**config.mk**
```make
export PLATFORM = sky130hd
export DESIGN_NAME = rom_download_ctrl
export DESIGN_NICKNAME = d
export VERILOG_FILES = /design/src/rtl/rom_download_ctrl.sv
export SDC_FILE = /design/constraint.sdc
export NUM_CORES = 1
export LEC_CHECK = 0
export ABC_AREA = 0
export ABC_CLOCK_PERIOD_IN_PS = 3100
export CAP_MARGIN = 15
export CORE_UTILIZATION = 55
export DETAILED_ROUTE_END_ITERATION = 10
export PLACE_DENSITY = 0.79
export RECOVER_POWER = 25
export SLEW_MARGIN = 5
export SYNTH_ARGS = -nofsm -noshare
export SYNTH_HDL_FRONTEND = slang
export SYNTH_SLANG_ARGS = --single-unit
```
**constraint.sdc**
```tcl
create_clock -name clk_sys -period 3.1 [get_ports clk_sys]
set_input_delay 0.31 -clock clk_sys [delete_from_list [all_inputs] [get_ports clk_sys]]
set_output_delay 0.31 -clock clk_sys [all_outputs]
set_load 0.005 [all_outputs]
```
**src/rtl/rom_download_ctrl.sv**
```systemverilog
// rom_download_ctrl
// Turns the data_io byte-download stream into byte-masked 16-bit writes on
// one toggle-handshake SDRAM port. Each ioctl byte strobe is queued in a
// small FIFO. The FIFO is replayed one request at a time. rom_loaded goes
// high once the download has ended and every queued byte has been acknowledged.
//
// Ports
//   clk_sys      system clock (rising edge)
//   reset        asynchronous active-high reset
//   ioctl_downl  download in progress
//   ioctl_wr     byte strobe (level; one byte per rising edge)
//   ioctl_addr   byte address
//   ioctl_dout   byte data
//   port_req     request toggle to SDRAM
//   port_ack     acknowledge toggle from SDRAM (copied from req on completion)
//   port_a       word address (ioctl_addr[AW:1])
//   port_ds      byte enables {hi,lo}
//   port_we      write enable
//   port_d       write data (byte replicated in both lanes)
//   busy         FIFO non-empty or a request is outstanding
//   overflow     sticky: a byte was dropped because the FIFO was full
//   rom_loaded   download finished and fully drained
module rom_download_ctrl #(
  parameter int AW         = 23,
  parameter int DEPTH_LOG2 = 2
) (
  input  logic          clk_sys,
  input  logic          reset,
  input  logic          ioctl_downl,
  input  logic          ioctl_wr,
  input  logic [24:0]   ioctl_addr,
  input  logic [7:0]    ioctl_dout,
  output logic          port_req,
  input  logic          port_ack,
  output logic [AW-1:0] port_a,
  output logic [1:0]    port_ds,
  output logic          port_we,
  output logic [15:0]   port_d,
  output logic          busy,
  output logic          overflow,
  output logic          rom_loaded
);

  localparam int DEPTH = 1 << DEPTH_LOG2;
  localparam int EW    = AW + 1 + 8;  // {addr[AW:0], byte}

  localparam logic [DEPTH_LOG2-1:0] PTR_ONE  = DEPTH_LOG2'(1);
  localparam logic [DEPTH_LOG2:0]   CNT_ONE  = (DEPTH_LOG2 + 1)'(1);
  localparam logic [DEPTH_LOG2:0]   CNT_ZERO = (DEPTH_LOG2 + 1)'(0);
  localparam logic [DEPTH_LOG2:0]   CNT_FULL = (DEPTH_LOG2 + 1)'(DEPTH);

  typedef enum logic [0:0] {
    S_IDLE = 1'b0,
    S_WAIT = 1'b1
  } state_t;

  // Upper byte-address bits beyond the SDRAM range are not stored.
  generate
    if (AW < 24) begin : g_addr_unused
      logic unused_addr_s;
      assign unused_addr_s = ^ioctl_addr[24:AW+1];
    end
  endgenerate

  // ---------------------------------------------------------------------
  // State
  // ---------------------------------------------------------------------
  state_t                state_q, state_d;
  logic                  wr_last_q, wr_last_d;
  logic                  downl_last_q, downl_last_d;
  logic                  done_pend_q, done_pend_d;
  logic                  rom_loaded_q, rom_loaded_d;
  logic                  overflow_q, overflow_d;
  logic                  busy_q, busy_d;
  logic                  req_q, req_d;
  logic [AW-1:0]         a_q, a_d;
  logic [1:0]            ds_q, ds_d;
  logic                  we_q, we_d;
  logic [15:0]           d_q, d_d;
  logic [DEPTH_LOG2-1:0] wr_ptr_q, wr_ptr_d;
  logic [DEPTH_LOG2-1:0] rd_ptr_q, rd_ptr_d;
  logic [DEPTH_LOG2:0]   count_q, count_d;
  logic [EW-1:0]         mem_q [DEPTH];

  logic                  push_s, push_ok_s, drop_s, pop_s, full_s;
  logic                  downl_rise_s, downl_fall_s;
  logic [EW-1:0]         head_s;
  logic [AW:0]           head_addr_s;
  logic [7:0]            head_byte_s;

  assign push_s       = ioctl_downl & ioctl_wr & ~wr_last_q;
  assign full_s       = (count_q == CNT_FULL);
  // A pop frees the head slot in the same cycle, so a push into a full FIFO
  // is still accepted when it coincides with a pop.
  assign push_ok_s    = push_s & (~full_s | pop_s);
  assign drop_s       = push_s & full_s & ~pop_s;
  assign downl_rise_s = ioctl_downl & ~downl_last_q;
  assign downl_fall_s = ~ioctl_downl & downl_last_q;

  assign head_s       = mem_q[rd_ptr_q];
  assign head_addr_s  = head_s[EW-1:8];
  assign head_byte_s  = head_s[7:0];

  // FIFO storage write; contents need no reset because the pointers define validity.
  always_ff @(posedge clk_sys) begin
    if (push_ok_s) begin
      mem_q[wr_ptr_q] <= {ioctl_addr[AW:0], ioctl_dout};
    end
  end

  // FIFO pointers and occupancy.
  always_comb begin
    wr_ptr_d = wr_ptr_q;
    rd_ptr_d = rd_ptr_q;
    count_d  = count_q;
    if (push_ok_s) begin
      wr_ptr_d = wr_ptr_q + PTR_ONE;
    end else begin
      wr_ptr_d = wr_ptr_q;
    end
    if (pop_s) begin
      rd_ptr_d = rd_ptr_q + PTR_ONE;
    end else begin
      rd_ptr_d = rd_ptr_q;
    end
    case ({push_ok_s, pop_s})
      2'b10:   count_d = count_q + CNT_ONE;
      2'b01:   count_d = count_q - CNT_ONE;
      default: count_d = count_q;
    endcase
  end

  // Request FSM: issue the head entry, then hold outputs until ack matches req.
  always_comb begin
    state_d = state_q;
    req_d   = req_q;
    a_d     = a_q;
    ds_d    = ds_q;
    we_d    = we_q;
    d_d     = d_q;
    pop_s   = 1'b0;
    case (state_q)
      S_IDLE: begin
        if (count_q != CNT_ZERO) begin
          a_d     = head_addr_s[AW:1];
          ds_d    = {head_addr_s[0], ~head_addr_s[0]};
          d_d     = {head_byte_s, head_byte_s};
          we_d    = 1'b1;
          req_d   = ~req_q;
          state_d = S_WAIT;
        end else begin
          state_d = S_IDLE;
        end
      end
      S_WAIT: begin
        if (port_ack == req_q) begin
          pop_s   = 1'b1;
          we_d    = 1'b0;
          state_d = S_IDLE;
        end else begin
          state_d = S_WAIT;
        end
      end
      default: begin
        state_d = S_IDLE;
      end
    endcase
  end

  // Download tracking: strobe/downl edge history, overflow, completion.
  always_comb begin
    wr_last_d    = ioctl_wr;
    downl_last_d = ioctl_downl;
    overflow_d   = overflow_q;
    done_pend_d  = done_pend_q;
    rom_loaded_d = rom_loaded_q;

    if (drop_s) begin
      overflow_d = 1'b1;
    end else begin
      overflow_d = overflow_q;
    end

    if (done_pend_q && (count_q == CNT_ZERO) && (state_q == S_IDLE)) begin
      rom_loaded_d = 1'b1;
      done_pend_d  = 1'b0;
    end else begin
      rom_loaded_d = rom_loaded_q;
    end

    if (downl_fall_s) begin
      done_pend_d = 1'b1;
    end else begin
      done_pend_d = done_pend_d;
    end

    // A new download restarts tracking; this wins over a same-cycle drop.
    if (downl_rise_s) begin
      rom_loaded_d = 1'b0;
      overflow_d   = 1'b0;
      done_pend_d  = 1'b0;
    end else begin
      rom_loaded_d = rom_loaded_d;
    end

    busy_d = (count_d != CNT_ZERO) | (state_d == S_WAIT);
  end

  // State register.
  always_ff @(posedge clk_sys or posedge reset) begin
    if (reset) begin
      state_q      <= S_IDLE;
      wr_last_q    <= 1'b0;
      downl_last_q <= 1'b0;
      done_pend_q  <= 1'b0;
      rom_loaded_q <= 1'b0;
      overflow_q   <= 1'b0;
      busy_q       <= 1'b0;
      req_q        <= 1'b0;
      a_q          <= {AW{1'b0}};
      ds_q         <= 2'b00;
      we_q         <= 1'b0;
      d_q          <= 16'h0000;
      wr_ptr_q     <= {DEPTH_LOG2{1'b0}};
      rd_ptr_q     <= {DEPTH_LOG2{1'b0}};
      count_q      <= CNT_ZERO;
    end else begin
      state_q      <= state_d;
      wr_last_q    <= wr_last_d;
      downl_last_q <= downl_last_d;
      done_pend_q  <= done_pend_d;
      rom_loaded_q <= rom_loaded_d;
      overflow_q   <= overflow_d;
      busy_q       <= busy_d;
      req_q        <= req_d;
      a_q          <= a_d;
      ds_q         <= ds_d;
      we_q         <= we_d;
      d_q          <= d_d;
      wr_ptr_q     <= wr_ptr_d;
      rd_ptr_q     <= rd_ptr_d;
      count_q      <= count_d;
    end
  end

  assign port_req   = req_q;
  assign port_a     = a_q;
  assign port_ds    = ds_q;
  assign port_we    = we_q;
  assign port_d     = d_q;
  assign busy       = busy_q;
  assign overflow   = overflow_q;
  assign rom_loaded = rom_loaded_q;

endmodule

```
==> results.sh, run 1 <==
export IMPL_max_freq_mhz=403
export IMPL_fin_cells=611
export IMPL_max_slew_margin_pct=41.9
export IMPL_avgViaCountPerCell=5.44
export IMPL_antenna_found_initial=2
export IMPL_finalClockSkew_ps=13.6
export IMPL_required_ps=3380
export IMPL_final_nets=473
export IMPL_start_util_pct=57.3
export IMPL_final_seq_area_um2=5070
export IMPL_yosysWarnings=0
export IMPL_critical_path_max_stage_delay_ps=590
export IMPL_period_needed_ps=2480
export IMPL_clock_latency_ps=430
export IMPL_setup_viol=0
export IMPL_slew_viol_final=0
export IMPL_die_h_um=115
export IMPL_power_density_nw_per_um2=925
export IMPL_fillers=801
export IMPL_maxCapViolations=0
export IMPL_coreArea_um2=12200
export IMPL_post_cts_buffers=0
export IMPL_finalHoldViolCount=0
export IMPL_synth_edf_count=128
export IMPL_cp_common_cell="inv_1"
export IMPL_antenna_left=0
export IMPL_postLayoutCoreUtil_pct=70.0
export IMPL_leakage_nw=3.06
export IMPL_post_dp_hpwl_um=7160
export IMPL_crit_path_end_kind="flop"
export IMPL_yosysTopAreaCell="edfxtp_1"
export IMPL_cp_max_fo=9
export IMPL_synth_cells=339
export IMPL_async_flop_share_pct=27.7
export IMPL_ys_types=45
export IMPL_syn_area_um2=6970
export IMPL_grt_total_usage_pct=20.5
export IMPL_clkSinkCount=177
export IMPL_gp_congestion=0.807
export IMPL_wl_per_cell_um=19.1
export IMPL_worst_slew_pin_slew_ps=871
export IMPL_ir_drop_v=0.000612
export IMPL_worstPathCellList="inv_1 -> nor3_1 -> inv_1 -> fa_1 -> nor4b_1 -> a221oi_1 -> o211ai_1"
export IMPL_multi_input_comb_area_um2=1700
export IMPL_cpMaxStageDelayCell="dfrtp_1"
export IMPL_ios=84
export IMPL_grt_pass1_wl_um=18900
export IMPL_synth_nets=384
export IMPL_worstSetupPathType="flop to flop"
export IMPL_drt_initial_drc_count=157
export IMPL_dp_cells=577
export IMPL_critical_path_arrival_ps=2760
export IMPL_rsz0062_at_grt="false"
export IMPL_clk_path_buf_depth=2
export IMPL_overflow=0
export IMPL_post_route_period_util_pct=80.1
export IMPL_cts_buffers=17
export IMPL_cts_tree="built"
export IMPL_first_pass_iters=4
export IMPL_clockRootBuffer="clkbuf_16"
export IMPL_first_global_vias=3588
export IMPL_hold_buffers=0
export IMPL_numPortBuffers=82
export IMPL_htreeDepth=4
export IMPL_grt_max_degree=36
export IMPL_yosys_cell_count_top_type="edfxtp_1"
export IMPL_status="finished, final reports clean"
export IMPL_area_growth_pct=22.1
export IMPL_ys_flop_type="edfxtp_1"
export IMPL_layout_drive_gt1_share_pct=24.5
export IMPL_synth_seq_cells=177
export IMPL_drc=0
export IMPL_whs_ps=414
export IMPL_hold_path_class="input pin to asynchronous set/reset pin"
export IMPL_startpoint_type="flop"
export IMPL_die_w_um=115
export IMPL_synth_area_top_cells="edfxtp_1, dfrtp_1, mux4_2"
export IMPL_fin_tns_setup_ps=0
export IMPL_rows=40
export IMPL_routed_wirelength_um=11700
export IMPL_path_clk_slew_ps=60
export IMPL_synth_common_cells="edfxtp_1, dfrtp_1, mux4_2, mux2_4, inv_1"
export IMPL_routed_via_count=3321
export IMPL_yosysSeqAreaShare_pct=72.7
export IMPL_cts_resized=0
export IMPL_dieArea_um2=13100
export IMPL_syn_avg_cell_area_um2=20.6
export IMPL_synth_top_area_share_pct=55.2
-- logic make-up after synthesis --
family / Yosys count / synth area share [%]
AO/OA/AOI/OAI: 25 / 2.51
XOR/XNOR: 6 / 0.862
buffers and inverters: 33 / 2.98
flip-flops: 177 / 72.7
adder cells (fa/ha/maj): 7 / 1.36
AND/OR/NAND/NOR: 27 / 2.35
multiplexers: 64 / 17.2
-- path summary, 6_finish.rpt --
path                                        start                      end  slack (ps)  cells past startpoint
hold / removal                              reset   port_a[22]$_DFFE_PP0P_         410                      2
setup reg to reg                state_q$_DFF_PP0_           busy$_DFF_PP0_         620                      7
max in group asynchronous                   reset  rd_ptr_q[0]$_DFFE_PP0N_        1710                      3
setup / recovery                state_q$_DFF_PP0_           busy$_DFF_PP0_         620                      7
hold reg to reg            port_ds[0]$_DFFE_PP0P_   port_ds[0]$_DFFE_PP0P_         490                      1
min in group clk_sys       port_ds[0]$_DFFE_PP0P_   port_ds[0]$_DFFE_PP0P_         490                      1
-- critical path: cells and delay by family (launching register included) --
family / cells / cell delay (ps)
simple gates: 2 / 610
buf+inv: 2 / 260
fa+ha+maj: 1 / 470
flops: 1 / 590
compound gates: 2 / 400
-- metrics by stage --
step / setup slack [ps] / power [mW] / cell area (µm²)
3_5_place_dp: 397 / 5.99 / 7960
4_1_cts: 658 / 7.98 / 8510
2_1_floorplan: 793 / 5.07 / 6970
5_1_grt: 423 / 8.28 / 8510
3_3_place_gp: 538 / 5.90 / 7960
6_report: 618 / 7.87 / 8510
-- power by group --
group	switching [mW]	leakage, nW	internal [mW]
clock	0.866	0.253	1.10
combinational	0.900	1.08	1.62
sequential	0.421	1.73	2.96
-- registers in the layout (all words and copies together) (netlist names), 2 cells and up --
| name | cells |
|---|---|
| port_a | 23 |
| rd_ptr_q | 2 |
| port_d | 8 |
| port_ds | 2 |
| wr_ptr_q | 2 |
| count_q | 3 |
| mem_q | 128 |
-- metal layers --
layer / global-route usage (%) / up-vias / routed length (µm)
met2: 34.3 / 80 / 6080
met1: 24.8 / 1716 / 4850
met4: 8.23 / 0 / 222
met3: 6.51 / 19 / 513
met5: 0 / - / 0
li1: - / 1506 / -
-- final cells by class --
type,count,area share [%]
diodes,2,0.0588
clock buffers,19,5.09
clock inverters,13,1.31
inverters,12,0.529
multi-input cells,129,19.9
flip-flops and latches,177,59.6
well taps,168,2.47
repair buffers,91,11.0
-- layout by cell type, fill, tap and decap left out, types with 5 or more instances in the layout --
master / synthesis / layout
clkbuf_16: 0 / 17
dlygate4sd3_1: 0 / 25
mux2_4: 27 / 27
dfrtp_1: 49 / 47
edfxtp_1: 128 / 128
clkdlybuf4s50_1: 0 / 57
mux4_2: 28 / 28
ha_1: 6 / 6
nand2_1: 6 / 6
nor2_1: 7 / 7
buf_4: 9 / 5
inv_1: 12 / 12
a21oi_1: 8 / 8
Power figures use the tool's default switching activity.
==> run 2, diff against run 1 <==
--- a/config.mk
+++ b/config.mk
@@ -6,7 +6,7 @@
 export NUM_CORES = 1
 export LEC_CHECK = 0
 export ABC_AREA = 0
-export ABC_CLOCK_PERIOD_IN_PS = 3100
+export ABC_CLOCK_PERIOD_IN_PS = 2300
 export CAP_MARGIN = 15
 export CORE_UTILIZATION = 55
 export DETAILED_ROUTE_END_ITERATION = 10
==> constraint.sdc (replaced) <==
create_clock -name clk_sys -period 2.3 [get_ports clk_sys]
set_input_delay 0.23 -clock clk_sys [delete_from_list [all_inputs] [get_ports clk_sys]]
set_output_delay 0.23 -clock clk_sys [all_outputs]
set_load 0.005 [all_outputs]
==> results.sh, run 2 (synthesis results as in run 1) <==
export IMPL_hold_buffers=0
export IMPL_clock_latency_ps=420
export IMPL_fin_cells=623
export IMPL_top_register="mem_q"
export IMPL_post_dp_hpwl_um=7530
export IMPL_worstPathCellList="xor2_1 -> nor3_1 -> inv_1 -> fa_1 -> nor4b_1 -> a221oi_1 -> o211ai_1"
export IMPL_required_ps=2590
export IMPL_critical_path_arrival_ps=2410
export IMPL_layout_drive_gt1_share_pct=27.3
export IMPL_layout_common_cells="edfxtp_1, clkdlybuf4s50_1, dfrtp_1"
export IMPL_maxCapViolations=0
export IMPL_die_w_um=115
export IMPL_fin_tns_setup_ps=0
export IMPL_die_h_um=115
export IMPL_setup_viol=0
export IMPL_timing_rr_start="port_req$_DFFE_PP0P_"
export IMPL_hold_path_class="input pin to asynchronous set/reset pin"
export IMPL_slew_viol_final=0
export IMPL_crit_path_end_kind="flop"
export IMPL_clockRootBuffer="clkbuf_16"
export IMPL_dp_slack_ps=-37.9
export IMPL_ios=84
export IMPL_cts_buffers=17
export IMPL_cp_num_buf_inv=1
export IMPL_grt_total_usage_pct=20.7
export IMPL_period_needed_ps=2120
export IMPL_max_slew_margin_pct=63.7
export IMPL_area_growth_pct=24.9
export IMPL_critical_path_max_stage_delay_ps=450
export IMPL_clkSinkCount=177
export IMPL_cp_top_family="simple AND/OR/NAND/NOR gates"
export IMPL_rsz0062_at_grt="false"
export IMPL_status="finished, final reports clean"
export IMPL_diodes=0
export IMPL_p_int_mw=7.89
export IMPL_seqPwrFrac_pct=40.9
export IMPL_drt_initial_drc_count=214
export IMPL_first_global_vias=3634
export IMPL_crit_start="port_req$_DFFE_PP0P_"
export IMPL_post_cts_buffers=0
export IMPL_postLayoutCoreUtil_pct=71.6
export IMPL_worst_slack_ps=178
export IMPL_overflow=0
export IMPL_routed_via_count=3399
export IMPL_worstSetupPathType="flop to flop"
export IMPL_p_switching_mw=2.98
export IMPL_dp_cells=591
export IMPL_cpMaxStageDelayCell="dfrtp_1"
export IMPL_final_common_cell="edfxtp_1"
export IMPL_drc=0
export IMPL_leakage_nw=3.16
export IMPL_coreArea_um2=12200
export IMPL_startpoint_type="flop"
export IMPL_antenna_left=0
export IMPL_largest_register_ffs=128
export IMPL_htreeDepth=4
export IMPL_power_density_nw_per_um2=1250
export IMPL_antenna_found_initial=1
export IMPL_final_nets=487
export IMPL_clkPwrFrac_pct=25.7
export IMPL_cts_tree="built"
export IMPL_grt_max_degree=31
export IMPL_dieArea_um2=13100
export IMPL_routed_wirelength_um=12000
export IMPL_fillers=755
export IMPL_ir_drop_v=0.000805
export IMPL_start_util_pct=57.3
export IMPL_gp_congestion=0.825
export IMPL_finalClockSkew_ps=9.89
export IMPL_finalHoldViolCount=0
export IMPL_grt_pass1_wl_um=19300
export IMPL_switching_share_pct=27.4
export IMPL_cp_max_fo=4
export IMPL_max_freq_mhz=471
export IMPL_wl_per_cell_um=19.3
export IMPL_numPortBuffers=82
export IMPL_combPwrFrac_pct=33.3
export IMPL_clk_path_buf_depth=2
export IMPL_avgViaCountPerCell=5.46
export IMPL_rows=40
export IMPL_post_route_period_util_pct=92.3
export IMPL_worst_slew_pin_slew_ps=545
export IMPL_cts_resized=0
export IMPL_path_clk_slew_ps=70
export IMPL_first_pass_iters=4
## run 2: changes by cell type in the layout (fill, tap and decap cells not counted), moves of 2 or more
cell and change:
clkinv_1 -2, buf_4 +8, buf_12 +5, clkinvlp_4 -2
diode_2 -2
## run 2: worst register-to-register path: stages, from the launching register on
cell and delay (ps):
dfrtp_1 450, xor2_1 210, nor3_1 280, inv_1 100, fa_1 440, nor4b_1 170
a221oi_1 220, o211ai_1 120
## run 2: final timing paths
path,slack (ps),cells past startpoint,end
worst max-delay path,180,7,busy$_DFF_PP0_
worst min-delay path,150,2,port_a[22]$_DFFE_PP0P_
worst max register to register,180,7,busy$_DFF_PP0_
worst min register to register,490,1,port_ds[0]$_DFFE_PP0P_
max in group asynchronous,1590,3,port_ds[1]$_DFFE_PP0P_
min in group clk_sys,420,2,downl_last_q$_DFF_PP0_
## run 2: power by group through the flow
stage | clock network [mW] | logic (mW) | registers (mW)
floorplan | 0 | 2.48 | 4.35
global placement | 0 | 3.57 | 4.48
CTS | 2.85 | 3.69 | 4.47
detailed placement | 0 | 3.67 | 4.51
finish | 2.80 | 3.63 | 4.45
global route | 2.98 | 3.93 | 4.52
## run 2: per-layer routing
layer  up-vias  track usage [%]  wire length [µm]
met5         -                0                13
met4         2             7.27               150
met3        19             7.57               615
met2        80             33.3              6130
met1      1768             26.3              5120
li1       1530                -                 -
## run 2: area by class of cell
class                      instances  area (µm²)  area share (%)
clock inverter                    12         133            1.52
clock buffer                      20         447            5.13
timing repair buffer             105        1100            12.7
tap                              168         210            2.41
sequential                       177        5070            58.3
inverter                          12        45.0           0.517
multi-input combinational        129        1700            19.5
## run 2: stage by stage
stage | hold WS [ps] | area (µm²) | power, mW
floorplan | 261 | 6970 | 6.83
global placement | 473 | 8130 | 8.05
detailed placement | 480 | 8130 | 8.18
CTS | 164 | 8710 | 11.0
global route | 189 | 8710 | 11.4
finish | 150 | 8710 | 10.9
==> run 3, diff against run 2 <==
--- a/config.mk
+++ b/config.mk
@@ -7,7 +7,7 @@
 export LEC_CHECK = 0
 export ABC_AREA = 0
 export ABC_CLOCK_PERIOD_IN_PS = 2300
-export CAP_MARGIN = 15
+export CAP_MARGIN = 20
 export CORE_UTILIZATION = 55
 export DETAILED_ROUTE_END_ITERATION = 10
 export PLACE_DENSITY = 0.79
==> results of run 3 <==
No change in the layout: final DEF, timing and power equal those of run 2.
